$ cat src/rtl/mult_div_pkg.sv
// Shared encodings for the HI/LO multiply/divide sequencer: R-type funct
// codes, FSM state encoding and the operation kind carried through CALC/ADJ.
package mult_div_pkg;

  localparam logic [5:0] FN_MFHI  = 6'b010000;
  localparam logic [5:0] FN_MTHI  = 6'b010001;
  localparam logic [5:0] FN_MFLO  = 6'b010010;
  localparam logic [5:0] FN_MTLO  = 6'b010011;
  localparam logic [5:0] FN_MULT  = 6'b011000;
  localparam logic [5:0] FN_MULTU = 6'b011001;
  localparam logic [5:0] FN_DIV   = 6'b011010;
  localparam logic [5:0] FN_DIVU  = 6'b011011;

  typedef enum logic [1:0] {
    ST_IDLE = 2'b00,
    ST_CALC = 2'b01,
    ST_ADJ  = 2'b10
  } state_e;

  typedef enum logic [1:0] {
    MUL_S = 2'b00,
    MUL_U = 2'b01,
    DIV_S = 2'b10,
    DIV_U = 2'b11
  } op_kind_e;

  function automatic logic op_is_div(input op_kind_e k);
    return (k == DIV_S) || (k == DIV_U);
  endfunction

  function automatic logic op_is_signed(input op_kind_e k);
    return (k == MUL_S) || (k == DIV_S);
  endfunction

endpackage

$ cat src/rtl/mult_div_step.sv
// One iteration of the multiply/divide datapath. The accumulator holds
// {partial product, multiplier} for multiplies and {remainder, dividend/
// quotient} for divides, so both shift the same 2*DATA_W register.
module mult_div_step
  import mult_div_pkg::*;
#(
  parameter int DATA_W = 32
) (
  input  op_kind_e              i_op,
  input  logic [2*DATA_W-1:0]   i_acc,
  input  logic [DATA_W-1:0]     i_b,
  output logic [2*DATA_W-1:0]   o_acc
);

  logic [DATA_W-1:0] addend;
  logic [DATA_W:0]   add_sum;
  logic [DATA_W:0]   shifted;
  logic [DATA_W-1:0] trial;
  logic              borrow;

  // Shift-add for multiply, restoring trial-subtract for divide.
  always_comb begin
    addend  = i_acc[0] ? i_b : '0;
    add_sum = {1'b0, i_acc[2*DATA_W-1:DATA_W]} + {1'b0, addend};
    // Remainder shifted left with the next dividend bit: DATA_W+1 wide so
    // the comparison against the divisor sees the carried-out bit.
    shifted = i_acc[2*DATA_W-1:DATA_W-1];
    borrow  = shifted < {1'b0, i_b};
    // When no borrow the true difference is below the divisor, so the low
    // DATA_W bits of the modular subtract are exact.
    trial   = shifted[DATA_W-1:0] - i_b;
    if (op_is_div(i_op)) begin
      if (borrow) o_acc = {shifted[DATA_W-1:0], i_acc[DATA_W-2:0], 1'b0};
      else        o_acc = {trial, i_acc[DATA_W-2:0], 1'b1};
    end else begin
      o_acc = {add_sum, i_acc[DATA_W-1:1]};
    end
  end

endmodule

$ cat src/rtl/control_mult_div.sv
// HI/LO owner for the MIPS core: sequences 32-iteration MULT/MULTU/DIV/DIVU,
// performs single-cycle MTHI/MTLO, and stalls MFHI/MFLO while busy.
module control_mult_div
  import mult_div_pkg::*;
#(
  parameter int DATA_W     = 32,
  parameter int BITS_FUNCT = 6,
  parameter int CNT_W      = 5
) (
  input  logic                  i_clk,
  input  logic                  i_reset_n,
  input  logic                  i_start,
  input  logic [BITS_FUNCT-1:0] i_funct,
  input  logic [DATA_W-1:0]     i_rs,
  input  logic [DATA_W-1:0]     i_rt,
  input  logic                  i_cancel,
  input  logic                  i_mf_req,
  output logic [DATA_W-1:0]     o_hi,
  output logic [DATA_W-1:0]     o_lo,
  output logic                  o_busy,
  output logic                  o_stall,
  output logic                  o_done,
  output logic                  o_div_zero
);

  state_e              state_q, state_d;
  logic [CNT_W-1:0]    cnt_q, cnt_d;
  logic [2*DATA_W-1:0] acc_q, acc_d;
  logic [DATA_W-1:0]   b_q, b_d;
  logic [DATA_W-1:0]   rs_raw_q, rs_raw_d;
  logic [DATA_W-1:0]   hi_q, hi_d;
  logic [DATA_W-1:0]   lo_q, lo_d;
  op_kind_e            op_q, op_d;
  logic                sa_q, sa_d;
  logic                sb_q, sb_d;
  logic                dz_q, dz_d;
  logic                done_q, done_d;
  logic                div_zero_q, div_zero_d;

  // Start decode
  logic                is_muldiv, is_mthi, is_mtlo;
  op_kind_e            op_n;
  logic                sa_n, sb_n;
  logic [DATA_W-1:0]   a_mag, b_mag;

  // ADJ fix-up
  logic                neg;
  logic [2*DATA_W-1:0] prod;
  logic [DATA_W-1:0]   q_raw, r_raw;
  logic [DATA_W-1:0]   res_hi, res_lo;

  logic [2*DATA_W-1:0] step_acc;

  mult_div_step #(.DATA_W(DATA_W)) u_step (
    .i_op  (op_q),
    .i_acc (acc_q),
    .i_b   (b_q),
    .o_acc (step_acc)
  );

  // Decode the requested funct into an op kind and operand magnitudes.
  always_comb begin
    is_muldiv = 1'b0;
    is_mthi   = 1'b0;
    is_mtlo   = 1'b0;
    op_n      = MUL_S;
    unique case (i_funct)
      FN_MULT:  begin is_muldiv = 1'b1; op_n = MUL_S; end
      FN_MULTU: begin is_muldiv = 1'b1; op_n = MUL_U; end
      FN_DIV:   begin is_muldiv = 1'b1; op_n = DIV_S; end
      FN_DIVU:  begin is_muldiv = 1'b1; op_n = DIV_U; end
      FN_MTHI:  is_mthi = 1'b1;
      FN_MTLO:  is_mtlo = 1'b1;
      default:  ;
    endcase
    sa_n  = op_is_signed(op_n) & i_rs[DATA_W-1];
    sb_n  = op_is_signed(op_n) & i_rt[DATA_W-1];
    a_mag = sa_n ? (~i_rs + 1'b1) : i_rs;
    b_mag = sb_n ? (~i_rt + 1'b1) : i_rt;
  end

  // Sign correction and divide-by-zero override of the finished accumulator.
  always_comb begin
    neg   = sa_q ^ sb_q;
    prod  = neg ? (~acc_q + 1'b1) : acc_q;
    q_raw = acc_q[DATA_W-1:0];
    r_raw = acc_q[2*DATA_W-1:DATA_W];
    if (op_is_div(op_q)) begin
      if (dz_q) begin
        res_lo = '1;
        res_hi = rs_raw_q;
      end else begin
        res_lo = neg  ? (~q_raw + 1'b1) : q_raw;
        res_hi = sa_q ? (~r_raw + 1'b1) : r_raw;
      end
    end else begin
      res_hi = prod[2*DATA_W-1:DATA_W];
      res_lo = prod[DATA_W-1:0];
    end
  end

  // Next-state logic for the IDLE/CALC/ADJ sequencer and HI/LO.
  always_comb begin
    state_d    = state_q;
    cnt_d      = cnt_q;
    acc_d      = acc_q;
    b_d        = b_q;
    rs_raw_d   = rs_raw_q;
    hi_d       = hi_q;
    lo_d       = lo_q;
    op_d       = op_q;
    sa_d       = sa_q;
    sb_d       = sb_q;
    dz_d       = dz_q;
    done_d     = 1'b0;
    div_zero_d = 1'b0;
    unique case (state_q)
      ST_IDLE: begin
        // A flush in the same cycle as a request suppresses it entirely.
        if (i_start && !i_cancel) begin
          if (is_muldiv) begin
            // Multiplier and dividend both start in the low half.
            acc_d    = {{DATA_W{1'b0}}, a_mag};
            b_d      = b_mag;
            rs_raw_d = i_rs;
            op_d     = op_n;
            sa_d     = sa_n;
            sb_d     = sb_n;
            dz_d     = op_is_div(op_n) && (i_rt == '0);
            cnt_d    = CNT_W'(DATA_W - 1);
            state_d  = ST_CALC;
          end else if (is_mthi) begin
            hi_d = i_rs;
          end else if (is_mtlo) begin
            lo_d = i_rs;
          end
        end
      end
      ST_CALC: begin
        if (i_cancel) begin
          state_d = ST_IDLE;
        end else begin
          acc_d = step_acc;
          if (cnt_q == '0) state_d = ST_ADJ;
          else             cnt_d   = cnt_q - 1'b1;
        end
      end
      ST_ADJ: begin
        state_d = ST_IDLE;
        if (!i_cancel) begin
          hi_d       = res_hi;
          lo_d       = res_lo;
          done_d     = 1'b1;
          div_zero_d = dz_q;
        end
      end
      default: state_d = ST_IDLE;
    endcase
  end

  // State, operand and HI/LO registers; everything clears on reset.
  always_ff @(posedge i_clk or negedge i_reset_n) begin
    if (!i_reset_n) begin
      state_q    <= ST_IDLE;
      cnt_q      <= '0;
      acc_q      <= '0;
      b_q        <= '0;
      rs_raw_q   <= '0;
      hi_q       <= '0;
      lo_q       <= '0;
      op_q       <= MUL_S;
      sa_q       <= 1'b0;
      sb_q       <= 1'b0;
      dz_q       <= 1'b0;
      done_q     <= 1'b0;
      div_zero_q <= 1'b0;
    end else begin
      state_q    <= state_d;
      cnt_q      <= cnt_d;
      acc_q      <= acc_d;
      b_q        <= b_d;
      rs_raw_q   <= rs_raw_d;
      hi_q       <= hi_d;
      lo_q       <= lo_d;
      op_q       <= op_d;
      sa_q       <= sa_d;
      sb_q       <= sb_d;
      dz_q       <= dz_d;
      done_q     <= done_d;
      div_zero_q <= div_zero_d;
    end
  end

  assign o_hi       = hi_q;
  assign o_lo       = lo_q;
  assign o_busy     = (state_q != ST_IDLE);
  assign o_stall    = o_busy & i_mf_req;
  assign o_done     = done_q;
  assign o_div_zero = div_zero_q;

endmodule

$ cat config.mk
export PLATFORM = sky130hd
export DESIGN_NAME = control_mult_div
export DESIGN_NICKNAME = d
export VERILOG_FILES = /design/src/rtl/mult_div_pkg.sv /design/src/rtl/mult_div_step.sv /design/src/rtl/control_mult_div.sv
export SDC_FILE = /design/constraint.sdc
export NUM_CORES = 1
export LEC_CHECK = 0
export CORE_MARGIN = 5
export CORE_UTILIZATION = 40
export DETAILED_ROUTE_END_ITERATION = 7
export GPL_TIMING_DRIVEN = 0
export SYNTH_ARGS = -nofsm -noshare
export SYNTH_HDL_FRONTEND = slang
export SYNTH_SLANG_ARGS = --single-unit
$ cat constraint.sdc
create_clock -name i_clk -period 5 [get_ports i_clk]
set_clock_uncertainty 0.15 [all_clocks]
set_input_delay 0.75 -clock i_clk [delete_from_list [all_inputs] [get_ports i_clk]]
set_output_delay 0.75 -clock i_clk [all_outputs]
set_load 0.1 [all_outputs]
; Word-level counts from Yosys, hierarchy flattened
; Cells that the tools add are included.
[classes]
n_lt_le_gt_ge = 1
n_reduce_logical = 20
bitwise = 9
addsub = 8
eq_ne = 22
mux = 45
[ops]
columns = op, count
row1 = two-way mux 32 bit, 18
row2 = two-way mux 64 bit, 6
row3 = "adder 32 x 1 -> 32 bit, second input constant", 4
row4 = inverter 32 bit, 4
row5 = one-hot mux 32 bit (2 select lines), 2
row6 = one-hot mux 64 bit (2 select lines), 1
row7 = "adder 64 x 1 -> 64 bit, second input constant", 1
row8 = inverter 64 bit, 1
row9 = "equality test 6 x 5 -> 1 bit, second input constant", 6
row10 = adder 32 x 32 -> 33 bit, 1
row11 = < comparator 33 x 32 -> 1 bit, 1
row12 = zero test 32 bit, 1
row13 = subtractor 32 bit, 1
row14 = two-way mux 5 bit, 4
row15 = "!= test 2 bit, second input constant", 9
row16 = "equality test 2 bit, second input constant", 5
row17 = one-hot mux 5 bit (2 select lines), 1
row18 = AND reduction 5 bit, 2
row19 = two-way mux 2 bit, 4
row20 = two-way mux 1 bit, 7
row21 = one-hot mux 2 bit (3 select lines), 1
row22 = AND reduction 3 bit, 2
row23 = AND reduction 6 bit, 1
row24 = nonzero test 2 bit, 3
row25 = other kinds (13), 19
[word_totals]
output_inout_bits = 68
input_bits = 75
elab_cells = 118
ff_bits = 206

; Logic depth before layout (Yosys ltp)
; Gate-level depths: netlist of the first run.
[depth]
ltp_word = 9
mapped_depth = 14
ltp_nobuf = 13

; Modules after synthesis
; Synthesis of the first run repeated with hierarchy kept, for this count alone.
[hier_totals]
cells_unflattened = 2292
hier_area_um2 = 17553.1
[modules_own_cells]
columns = mod, area_each_um2, n_inst, cells_each, seq_area_each_um2
row1 = control_mult_div, 13100.1, 1, 1651, 5154.9
row2 = mult_div_step, 4453.0, 1, 641, 0.0

; Worst setup path after synthesis of the first run
; OpenSTA, ideal clock, no wires.
[synth_timing]
path_kind = flip-flop to flip-flop
start = reg acc_q[0]
end = reg acc_q[60]
setup_slack_ps = 1651
n_path_buf = 2
required_time_ps = 4717
period_less_slack_ps = 3349
t_arrival_ps = 3066
stages_incl_launch_ff = 15
setup_ps = 133
path_cell_list = dfrtp_1 inv_1 clkbuf_1 nor2_1 ha_1 and3_1 clkbuf_1 a221oi_1 o21ai_0 a221o_1 o31ai_1 a21oi_1 a31oi_1 xor2_1 o211ai_1
[synth_via]
elab_chain_len = 5
[synth_lines]
columns = item, line
row1 = from (decl), control_mult_div.sv:28  ; logic [2*DATA_W-1:0] acc_q, acc_d;
row2 = from (signal assigned), control_mult_div.sv:166  ; acc_q <= '0;
row3 = from (signal assigned), control_mult_div.sv:180  ; acc_q <= acc_d;
row4 = two-way mux 32 bit, mult_div_step.sv:23  ; addend = i_acc[0] ? i_b : '0;
row5 = adder 32 x 32 -> 33 bit, mult_div_step.sv:24  ; add_sum = {1'b0, i_acc[2*DATA_W-1:DATA_W]} + {1'b0, addend};
row6 = two-way mux 64 bit, mult_div_step.sv:32  ; if (op_is_div(i_op)) begin
row7 = two-way mux 64 bit, control_mult_div.sv:140  ; if (i_cancel) begin
row8 = one-hot mux 64 bit (2 select lines), control_mult_div.sv:117  ; unique case (state_q)
; No other way between the ends. The select of a mux whose other input is x is not followed.
; A chain may end at the register's enable or synchronous reset.

; Worst setup path in the final report of the first run
[layout_timing]
start = reg acc_q[31]
end = reg acc_q[55]
[layout_via]
elab_chain_len = 5
word_cells_on_any_way = 6
cone_classes = 1 x add/sub / 1 x order compare / 4 x mux
[layout_lines]
columns = item, line
row1 = subtractor 32 bit or < comparator 33 x 32 -> 1 bit (tied branches), "mult_div_step.sv:31, mult_div_step.sv:28"
row2 = two-way mux 64 bit *, mult_div_step.sv:33  ; if (borrow) o_acc = {shifted[DATA_W-1:0], i_acc[DATA_W-2:0], 1'b0};
row3 = two-way mux 64 bit *, mult_div_step.sv:32
row4 = two-way mux 64 bit *, control_mult_div.sv:140
row5 = one-hot mux 64 bit (2 select lines) *, control_mult_div.sv:117
; Mark *: on every way between the ends. The rest lies on a longest branch, timed or not. The select of a mux whose other input is x is not followed.

==> results of run 1 <==
-- synthesized netlist by cell type (13+ instances only) --
library cell | n | area share, %
a211oi_1 | 21 | 0.95
a21o_1 | 33 | 1.5
a21oi_1 | 126 | 3.8
a22oi_1 | 21 | 0.95
a31oi_1 | 17 | 0.64
and2_1 | 13 | 0.49
clkbuf_1 | 141 | 3.2
dfrtp_1 | 205 | 31
ha_1 | 70 | 5.3
inv_1 | 74 | 1.7
mux2i_1 | 57 | 3.4
nand2_1 | 332 | 7.5
nand2b_1 | 16 | 0.60
nand3_1 | 37 | 1.1
nand4_1 | 16 | 0.60
nor2_1 | 167 | 3.8
nor3_1 | 49 | 1.5
nor4_1 | 20 | 0.75
o211ai_1 | 28 | 1.3
o21ai_0 | 257 | 7.7
o22ai_1 | 39 | 1.5
o31ai_1 | 24 | 1.1
or3_1 | 21 | 0.79
or4_1 | 17 | 0.77
xnor2_1 | 104 | 5.5
xor2_1 | 78 | 4.1
-- cells by family after synthesis --
group,after synthesis,share of synthesized area (%)
AO/OA/AOI/OAI,677,25.0
XOR/XNOR,182,9.56
buffers and inverters,236,5.50
multiplexers,57,3.42
flip-flops,205,30.8
adder cells (fa/ha/maj),72,5.49
AND/OR/NAND/NOR,741,20.3
-- final cells by class --
class	count	area, um2	share of cell area (%)
Multi-Input combinational cell	1729	10600	54.1
Timing Repair Buffer	139	1410	7.18
Tap cell	532	666	3.39
Sequential cell	205	5130	26.1
Clock inverter	14	156	0.796
Clock buffer	34	732	3.72
Inverter	75	282	1.43
Buffer	160	632	3.22
Antenna cell	1	2.50	0.0127
-- power by group --
part	switching [uW]	internal (uW)	total, uW
registers	633	2270	2900
logic	6290	3410	9700
clock network	846	1150	1990
-- state kept, by name, indices dropped and copies added, names as in the netlist, 2 cells and up --
signal    count
acc_q        64
b_q          32
o_hi         32
o_lo         32
rs_raw_q     32
cnt_q         5
state_q       2
-- what timing repair did --
action / CTS / global route
hold buffers: 0 / 0
gates resized for setup: 0 / 1
endpoints found under the hold margin: 0 / 0
endpoints found under the setup margin: 0 / 6
-- final timing paths --
| check | start | endpoint | slack (ns) |
|---|---|---|---|
| min | i_reset_n | o_lo[8] | -0.02 |
| max reg2reg | acc_q[31] | acc_q[55] | 0.25 |
| max in group asynchronous | i_reset_n | b_q[29] | 3.63 |
| min in group i_clk | b_q[10] | b_q[10] | 0.32 |
| max | acc_q[31] | acc_q[55] | 0.25 |
| min reg2reg | b_q[10] | b_q[10] | 0.32 |
-- per-layer routing --
metal | global-route usage [%] | wire, um | vias up
met5 | 0 | 0 | -
met4 | 13.7 | 3800 | 0
met3 | 4.74 | 4790 | 171
met2 | 47.2 | 31600 | 737
met1 | 35.8 | 27600 | 8092
li1 | - | - | 8081
-- critical path, delay by kind of cell, from the launching register on --
family / cells / cell delay, ns
compound gates: 5 / 1.77
fa+ha+maj: 1 / 0.22
buf+inv: 2 / 0.77
flops: 1 / 0.62
mux: 1 / 0.23
simple gates: 3 / 0.81
-- metrics by stage --
stage | TNS, ns | cell area [um2] | setup slack, ns
3_3_place_gp | -1232.06 | 18700 | -6.03
5_1_grt | 0 | 19700 | 0.0681
2_1_floorplan | 0 | 16700 | 1.65
4_1_cts | 0 | 19700 | 0.119
3_5_place_dp | 0 | 18800 | 0.144
6_report | 0 | 19700 | 0.246
==> results.toml, run 1 <==
[outcome]
status = "finished with violations"
violations = "negative hold slack"

[synthesis]
synth_ff_type = "dfrtp_1"
synth_edf_count = 0
async_reset_ff_share_pct = 100
yosysWarningCount = 0
synth_nets = 2317
syn_inst = 2170
yosysSeqAreaShare_pct = 30.8
synth.distinct_cells = 79
syn_area_um2 = 16700
synth-seq-cells = 205
avgSynthCellArea_um2 = 7.69

[cells_and_area]
fin_util_pct = 47.9
drive_gt1_share_pct = 3.65
fillCellCount = 4151
final_common_cell = "nand2_1"
nets = 2484
final_cell_mix = "nand2_1 (332), o21ai_0 (257), dfrtp_1 (205), nor2_1 (167), clkbuf_1 (144)"
stdcell_count = 2889
area_growth_pct = 17.8

[floorplan]
num_rows = 74
io_pins = 143
start_util_pct = 40.7
die_area_um2 = 45900
die_height_um = 214
die_w_um = 214
core_um2 = 41000

[clocking]
h-tree-depth = 1
cts_tree = "yes"
clock_path_buffers = 3
clk_pin_slew_ns = 0.06
cts_buffers = 27
clock-sinks = 205
insertion_delay_ns = 0.59
cts_setup_buffers = 0
root_buffer = "clkbuf_16"

[placement]
dp.cells = 2841
portBuffers = 137
hpwl_um = 52700
routabilityCongestion = 1.02

[setup_path]
cp.required_ns = 5.28
cp_max_fo = 10
cpPeakStageDelay_ns = 0.70
cp_slowest_cell = "o21ai_1"
critPathMostFrequentCell = "o21ai_0"
critical_path_class = "flip-flop to flip-flop"
end_kind = "flip-flop"
cp.arrival_ns = 5.04
path_cells = "inv_1 -> ha_1 -> nand2b_1 -> a21oi_1 -> o21ai_0 -> nor2_1 -> o31a_1 -> o21ai_1 -> nand2_1 -> clkbuf_1 -> mux2i_1 -> o21ai_0"
crit_path_start_kind = "flip-flop"
rr_worst_depth = 12

[timing]
maxSlewViolCount = 0
worst_slew_pin_slew_ns = 1.14
period_share_pct = 95.1
hold_ws_ns = -0.0151
max_freq_mhz = 210
hold_violations = 4
finalSetupViolations = 0
rsz0062_at_grt = "false"
slew_headroom_pct = 23.2
min_period_ns = 4.75

[pwr]
vdd_drop_max_mv = 0.279
p_total_uw = 14600
power_density_nw_per_um2 = 743
power.leakage_uw = 0.00843

[min_path]
hp-class = "input pin to async pin"

[job]
max-cap-violations = 0

[global_route]
grt_pass1_wl_um = 102000
antenna_found_initial = 1
gr-total-overflow = 0
grt_max_degree = 115
grtUsageTotal_pct = 28.3
first_global_vias = 16721

[route]
ant_nets = 0
wire_per_inst_um = 23.5
drcViolationCount = 0
vias = 17081
via_per_inst = 5.91
firstDrtPassIters = 7
drtIter0Drc = 1368
wirelength_um = 67800
No activity file was read; power rests on OpenSTA's default activity.
==> run 2, diff against run 1 <==
--- a/config.mk
+++ b/config.mk
@@ -9,6 +9,7 @@
 export CORE_UTILIZATION = 40
 export DETAILED_ROUTE_END_ITERATION = 7
 export GPL_TIMING_DRIVEN = 0
+export SETUP_SLACK_MARGIN = 0.4
 export SYNTH_ARGS = -nofsm -noshare
 export SYNTH_HDL_FRONTEND = slang
 export SYNTH_SLANG_ARGS = --single-unit
==> results.toml, run 2 (synthesized netlist as in run 1, its figures left out) <==
[route]
drtIter0Drc = 1424
wire_per_inst_um = 23.4
via_per_inst = 5.90
vias = 17054
ant_nets = 0
wirelength_um = 67700
drcViolationCount = 0
firstDrtPassIters = 7

[setup_path]
r2r_slack_ns = 0.54
path_buf_inv = 2
cpPeakStageDelay_ns = 0.61
critPathTopFamily = "compound AO/OA/AOI/OAI gates"
cp.required_ns = 5.29
crit_path_start_kind = "flip-flop"
cp_slowest_cell = "a2111oi_2"
end_kind = "flip-flop"
critical_path_class = "flip-flop to flip-flop"
path_cells = "inv_1 -> buf_1 -> nor2_1 -> ha_1 -> o21ai_0 -> o211ai_1 -> nand3_1 -> a2111oi_2 -> o31ai_1 -> a211oi_1 -> mux2i_1 -> a211oi_1 -> o211ai_1"
cp.arrival_ns = 4.75
cp_max_fo = 10

[floorplan]
die_w_um = 214
core_um2 = 41000
start_util_pct = 40.7
io_pins = 143
num_rows = 74
die_height_um = 214
die_area_um2 = 45900

[timing]
finalSetupViolations = 0
timing.final.ws_setup_ns = 0.539
period_share_pct = 89.2
worst_slew_pin_slew_ns = 1.18
max_freq_mhz = 224
slew_headroom_pct = 20.6
maxSlewViolCount = 0
min_period_ns = 4.46
hold_violations = 3
hold_ws_ns = -0.00964
rsz0062_at_grt = "true"

[global_route]
grt_pass1_wl_um = 102000
use_met2_pct = 47.2
grtUsageTotal_pct = 28.3
met1_usage_pct = 35.8
grt_util_met3_pct = 4.76
antenna_found_initial = 1
grt_max_degree = 115
first_global_vias = 16721
gr-total-overflow = 0
busiest_layer = "met2"

[clocking]
clock-sinks = 205
clock_path_buffers = 3
cts_buffers = 27
root_buffer = "clkbuf_16"
clk_pin_slew_ns = 0.06
holdBufCountCts = 0
cts_tree = "yes"
insertion_delay_ns = 0.60
h-tree-depth = 1

[cells_and_area]
largest_reg_flops = 64
regMostFlops = "acc_q"
final_cell_mix = "nand2_1 (332), o21ai_0 (257), dfrtp_1 (205), nor2_1 (167), clkbuf_1 (144)"
stdcell_count = 2890
fin_util_pct = 48.0
final_common_cell = "nand2_1"
drive_gt1_share_pct = 3.82
nets = 2485
area_growth_pct = 17.9

[outcome]
violations = "negative hold slack"
status = "finished with violations"

[placement]
routabilityCongestion = 1.02
hpwl_um = 52700
post-place-ws_ns = 0.144
portBuffers = 137
dp.cells = 2841

[pwr]
combPwrFrac_pct = 66.7
power.switching_uw = 7770
power_density_nw_per_um2 = 742
power.leakage_uw = 0.00843
p_sw_share_pct = 53.2
vdd_drop_max_mv = 0.278
clkPwrFrac_pct = 13.6
p_total_uw = 14600
power.share.sequential_pct = 19.7
p_int_uw = 6830

[job]
max-cap-violations = 0

[min_path]
hp-class = "input pin to async pin"
[run 2: cell types whose count changed in the layout (fill, tap and decap cells not counted)]
cell,before,now
a2111oi_2,0,1
a211oi_1,21,20
a211oi_2,0,1
o21ai_2,1,2
a2111oi_1,1,0
o21ai_1,8,7
clkbuf_2,2,3
[run 2: what timing repair did]
| item | in CTS | in global routing |
|---|---|---|
| gates resized for setup | 2 | 3 |
| setup endpoints to repair | 22 | 25 |
| setup buffers | 0 | 0 |
[run 2: layer usage]
layer	vias up	routed length (um)
met5	-	0
met4	0	3850
met3	171	4620
met2	698	31500
met1	8089	27800
li1	8096	-
[run 2: layout make-up]
| class | count | area, um2 |
|---|---|---|
| clock buffers | 34 | 732 |
| well taps | 532 | 666 |
| diodes | 1 | 2.50 |
| plain buffers | 161 | 637 |
| clock inverters | 14 | 156 |
| fillers | 4150 | 21300 |
| multi-input cells | 1729 | 10700 |
| inverters | 75 | 282 |
| flip-flops and latches | 205 | 5130 |
| repair buffers | 139 | 1410 |
[run 2: metrics by stage]
step | area [um2] | hold slack, ns | TNS, ns
after detailed placement | 18800 | 0.312 | 0
after CTS | 19700 | 0.0502 | 0
after global placement | 18700 | 0.307 | -1232.06
final | 19700 | -0.00964 | 0
after floorplan | 16700 | 0.290 | 0
after global routing | 19700 | 0.0839 | 0
[run 2: final timing paths]
path / start / endpoint / cells past startpoint
min reg2reg: b_q[10] / b_q[10] / 2
max reg2reg: acc_q[0] / acc_q[62] / 13
min: i_reset_n / o_lo[8] / 1
max: acc_q[0] / acc_q[62] / 13
max in group asynchronous: i_reset_n / b_q[30] / 2
min in group i_clk: b_q[10] / b_q[10] / 2
[run 2: power by group through the flow]
| stage | Sequential [uW] | Clock, uW | Combinational (uW) |
|---|---|---|---|
| finish | 2880 | 1980 | 9740 |
| global route | 2950 | 2070 | 10600 |
| CTS | 2860 | 2010 | 9570 |
| detailed placement | 2880 | 0 | 9530 |
| global placement | 2870 | 0 | 9480 |
| floorplan | 3380 | 0 | 6300 |
==> run 3, diff against run 2 <==
--- a/config.mk
+++ b/config.mk
@@ -5,6 +5,7 @@
 export SDC_FILE = /design/constraint.sdc
 export NUM_CORES = 1
 export LEC_CHECK = 0
+export CAP_MARGIN = 15
 export CORE_MARGIN = 5
 export CORE_UTILIZATION = 40
 export DETAILED_ROUTE_END_ITERATION = 7
==> results of run 3 <==
Final layout, timing and power as in run 2 (identical DEF).
